### config.mk
export PLATFORM = sky130hd
export DESIGN_NAME = reg_status_file
export DESIGN_NICKNAME = d
export VERILOG_FILES = /design/src/rtl/reg_status_file.sv
export SDC_FILE = /design/constraint.sdc
export NUM_CORES = 2
export LEC_CHECK = 0
export CORE_MARGIN = 8
export CORE_UTILIZATION = 46
export CTS_BUF_LIST = sky130_fd_sc_hd__clkbuf_4
export DETAILED_ROUTE_END_ITERATION = 6
export GPL_TIMING_DRIVEN = 0
export SYNTH_ARGS = -nofsm -noshare
export SYNTH_HDL_FRONTEND = slang
export SYNTH_SLANG_ARGS = --single-unit
### constraint.sdc
create_clock -name clk -period 7.4 [get_ports clk]
set_input_delay 1.48 -clock clk [delete_from_list [all_inputs] [get_ports clk]]
set_output_delay 1.48 -clock clk [all_outputs]
set_load 0.01 [all_outputs]
### src/rtl/reg_status_file.sv
// reg_status_file: architectural register file with ROB rename-tag busy tracking.
// Define RF_BYPASS_EN to forward a matching same-cycle commit into the operand queries.
module reg_status_file #(
   parameter int REG_NUM = 32,
   parameter int ROB_W   = 4
) (
   input  logic             clk,
   input  logic             rst_n,
   input  logic             rdy,
   input  logic             clear,
   input  logic             issue_en,
   input  logic [4:0]       issue_rd,
   input  logic [ROB_W-1:0] issue_rob_id,
   input  logic             commit_en,
   input  logic [4:0]       commit_rd,
   input  logic [ROB_W-1:0] commit_rob_id,
   input  logic [31:0]      commit_val,
   input  logic [4:0]       rs1_id,
   input  logic [4:0]       rs2_id,
   output logic [31:0]      rs1_val,
   output logic [31:0]      rs2_val,
   output logic             rs1_busy,
   output logic             rs2_busy,
   output logic [ROB_W-1:0] rs1_tag,
   output logic [ROB_W-1:0] rs2_tag,
   output logic             query_hazard
);
   logic [31:0]      val [REG_NUM];
   logic [ROB_W-1:0] tag [REG_NUM];
   logic [REG_NUM-1:0] busy;
   logic [4:0]       ids   [2];
   logic [31:0]      q_val [2];
   logic             q_busy[2];
   logic [ROB_W-1:0] q_tag [2];
   logic [1:0]       match;
   always_ff @(posedge clk) begin
      if (!rst_n) begin
         busy <= '0;
         for (int i = 0; i < REG_NUM; i++) begin
            val[i] <= '0;
            tag[i] <= '0;
         end
      end else if (rdy) begin
         if (commit_en && commit_rd != 5'd0) begin
            val[commit_rd] <= commit_val;
            if (tag[commit_rd] == commit_rob_id) busy[commit_rd] <= 1'b0;
         end
         // later assignments win, giving issue and then clear priority over commit
         if (issue_en && issue_rd != 5'd0 && !clear) begin
            busy[issue_rd] <= 1'b1;
            tag[issue_rd]  <= issue_rob_id;
         end
         if (clear) busy <= '0;
      end
   end
   assign ids[0] = rs1_id;
   assign ids[1] = rs2_id;
   for (genvar g = 0; g < 2; g++) begin : g_query
      logic zero;
      assign zero     = ids[g] == 5'd0;
      assign match[g] = commit_en && busy[ids[g]] && tag[ids[g]] == commit_rob_id;
      assign q_tag[g] = zero ? '0 : tag[ids[g]];
`ifdef RF_BYPASS_EN
      logic byp;
      assign byp       = !zero && match[g] && commit_rd == ids[g];
      assign q_val[g]  = zero ? 32'd0 : byp ? commit_val : val[ids[g]];
      assign q_busy[g] = !zero && busy[ids[g]] && !byp;
`else
      assign q_val[g]  = zero ? 32'd0 : val[ids[g]];
      assign q_busy[g] = !zero && busy[ids[g]];
`endif
   end
`ifdef RF_BYPASS_EN
   assign query_hazard = 1'b0;
   logic unused_match;
   assign unused_match = ^match;
`else
   assign query_hazard = |match;
`endif
   assign rs1_val  = q_val[0];
   assign rs2_val  = q_val[1];
   assign rs1_busy = q_busy[0];
   assign rs2_busy = q_busy[1];
   assign rs1_tag  = q_tag[0];
   assign rs2_tag  = q_tag[1];
endmodule
==> metrics.cfg <==
[status]
status = finished, violations left
violations = max-capacitance violations, negative setup slack

[sta]
period_minus_slack_ps = 7470
slew_violations = 0
tightest_slew_ps = 1500
slew_headroom_pct = 0.215
setup_violations = 7
finalCritPeriodShare_pct = 101
timing.final.ws_setup_ps = -70.7
finalClockSkew_ps = 72.3
rsz0062_at_grt = false
hold_viol = 0
max_freq_mhz = 134

[job]
drv_cap = 1

[yosys]
synth_cells = 4210
synth_area_mm2 = 0.0646
synth_flop_cell = edfxtp_1
yosys.area.top_type = edfxtp_1
ys_seq_elements = 1184
synthArstFlopShare_pct = 0
synth.yosys.warnings = 0
yosysMostFrequentCell = edfxtp_1
synth_seq_area_share_pct = 54.6
synth_edf_count = 1152
synthDominantCellAreaShare_pct = 53.6
yosys-top-cells-area = edfxtp_1 (54%), mux4_2 (25%), and2_1 (9.8%), clkbuf_1 (2.0%), mux2i_1 (1.9%)
synth_commonest_cells = edfxtp_1 (1152), and2_1 (1010), mux4_2 (709)
ys_types = 59
avgSynthCellArea_um2 = 15.3

[placed_design]
dpl_worst_slack_ps = -743
port_buffers = 131
placed_cells = 6289
place_congestion = 0.968
dp.final_hpwl_um = 182000

[detailed_routing]
drtIter0Drc = 6487
routedWlPerCell_um = 34.6
vias = 43926
via_per_inst = 6.43
dr.pass1.iters = 7
final_antenna_net_count = 0
drc = 0
routed_wl_um = 237000

[finish]
utilization_pct = 52.8
fin_nets = 4811
drive_gt1_share_pct = 28.3
area_growth_pct = 13.9
instances_no_fill = 6832

[setup_path]
crit_start = rs2_id[1]
cp_slowest_cell = buf_1
critPathLaunchType = primary input
worstPathCellList = buf_2 > buf_2 > clkbuf_2 > buf_1 > mux4_2 > mux4_2 > nand2_1 > a21oi_1 > clkdlybuf4s50_1
r2r_start = tag[27][2]$_SDFFCE_PN0P_
critical_path.endpoint = rs2_val[31]
reg2reg_depth = 9
worst_setup_path_end_kind = output pin
max_stage_delay_ps = 980
timing.rr.end = busy[17]$_SDFFE_PN0P_
path_depth = 9
path_class = primary input to output pin
cp_top_family = buffers and inverters
path_buf_inv = 5
cp.required_ps = 5920
crit_arrival_ps = 5990
reg2reg_slack_ps = 3910
worst-path-max-fanout = 10

[clock_tree]
cts_buffers = 330
clk_path_buf_depth = 4
clk_latency_ps = 1310
cts_tree = built
hold_buffers = 0
clockRootBuffer = clkbuf_4
path_clk_slew_ps = 70
post_cts_buffers = 0
cts_max_level = 5
clock_sinks = 1184
post_cts_resized = 65

[floorplanning]
die_h_um = 391
rows = 137
die_area_mm2 = 0.153
dieWidth_um = 391
start_util_pct = 46.3
core_region_area_mm2 = 0.139
pin_count = 141

[global_route]
first_global_vias = 43641
grt_use_total_pct = 30.5
grt_pass1_wl_um = 328000
grt_overflow = 0
antenna_found_initial = 11
grt_max_degree = 33

[power]
max-vdd-ir-drop_mv = 0.175
leakage_uw = 0.0255
power_density_mw_per_mm2 = 218

[min_path]
hold_class = flop to flop

==> routing by layer <==
metal / routed length, um / track usage (%) / up-vias
met2: 108000 / 46.8 / 3014
met3: 28800 / 9.15 / 511
met5: 84 / 0 / -
met1: 90000 / 41.1 / 22817
met4: 9870 / 12.2 / 2
li1: - / - / 17582
==> cell families (layout without fill, tap and decap cells) <==
family,count (synthesis),in the layout,synth area share [%]
and+or+nand+nor,1487,1487,13.5
xor gates and xnor gates,11,11,0.149
other,1,47,0.00581
muxes,840,840,26.8
AOI/OAI and AO/OA,218,218,2.05
buffers and inverters,469,1169,2.92
DFF,1184,1184,54.6
==> where the power goes <==
group	internal (uW)	total [uW]	switching, uW
Sequential	7690	7880	186
Clock	2880	5720	2840
Combinational	1020	2410	1390
==> sequential cells by signal (all words and copies together), names as in the netlist <==
signal and flops:
busy 32, tag 128, val 1024
==> worst min path at each step <==
stage                           from                    end  slack [ps]  depth (start not counted)
2_1_floorplan  busy[10]$_SDFFE_PN0P_  busy[10]$_SDFFE_PN0P_         440                          2
3_3_place_gp   busy[10]$_SDFFE_PN0P_  busy[10]$_SDFFE_PN0P_         460                          2
3_5_place_dp   busy[10]$_SDFFE_PN0P_  busy[10]$_SDFFE_PN0P_         460                          2
4_1_cts        busy[10]$_SDFFE_PN0P_  busy[10]$_SDFFE_PN0P_         470                          2
5_1_grt        busy[23]$_SDFFE_PN0P_  busy[23]$_SDFFE_PN0P_         510                          2
6_report       busy[10]$_SDFFE_PN0P_  busy[10]$_SDFFE_PN0P_         470                          2
==> cells in the final DEF (no fill, tap or decap), types with 49 or more instances in the layout <==
| cell type | instances |
|---|---|
| mux4_2 | 709 |
| mux2i_1 | 120 |
| clkinv_1 | 53 |
| o22ai_1 | 49 |
| nand2_1 | 142 |
| clkdlybuf4s50_1 | 131 |
| edfxtp_1 | 1152 |
| clkbuf_1 | 307 |
| and2_1 | 1010 |
| nor2_1 | 105 |
| and3_1 | 111 |
| clkbuf_4 | 462 |
==> worst register-to-register path, stage by stage, from the launching register on <==
cell	delay, ps
edfxtp_1	420
mux2i_1	450
o22ai_1	170
nor4_1	640
nand2_1	140
xor2_1	180
or4_4	550
buf_2	230
nor4_1	450
o21ai_0	140
==> final cells by class <==
type                            instances  area (um2)
Clock inverter                         71         313
Fill cell                           11700       65800
Antenna cell                           11        27.5
Multi-Input combinational cell       2592       28000
Clock buffer                          461        3460
Timing Repair Buffer                  170        2110
Tap cell                             1876        2350
Buffer                                459        2060
Inverter                                8        30.0
Sequential cell                      1184       35200
==> metrics by stage <==
stage	hold slack, ps	setup TNS (ps)	area [um2]	total power [uW]
floorplan	442	0	64700	9260
global placement	457	-1080690	68400	10300
detailed placement	462	-15760	69500	10400
CTS	470	0	73500	16000
global route	510	0	73500	16500
finish	474	-294	73500	16000
No activity file was read; power rests on OpenSTA's default activity.
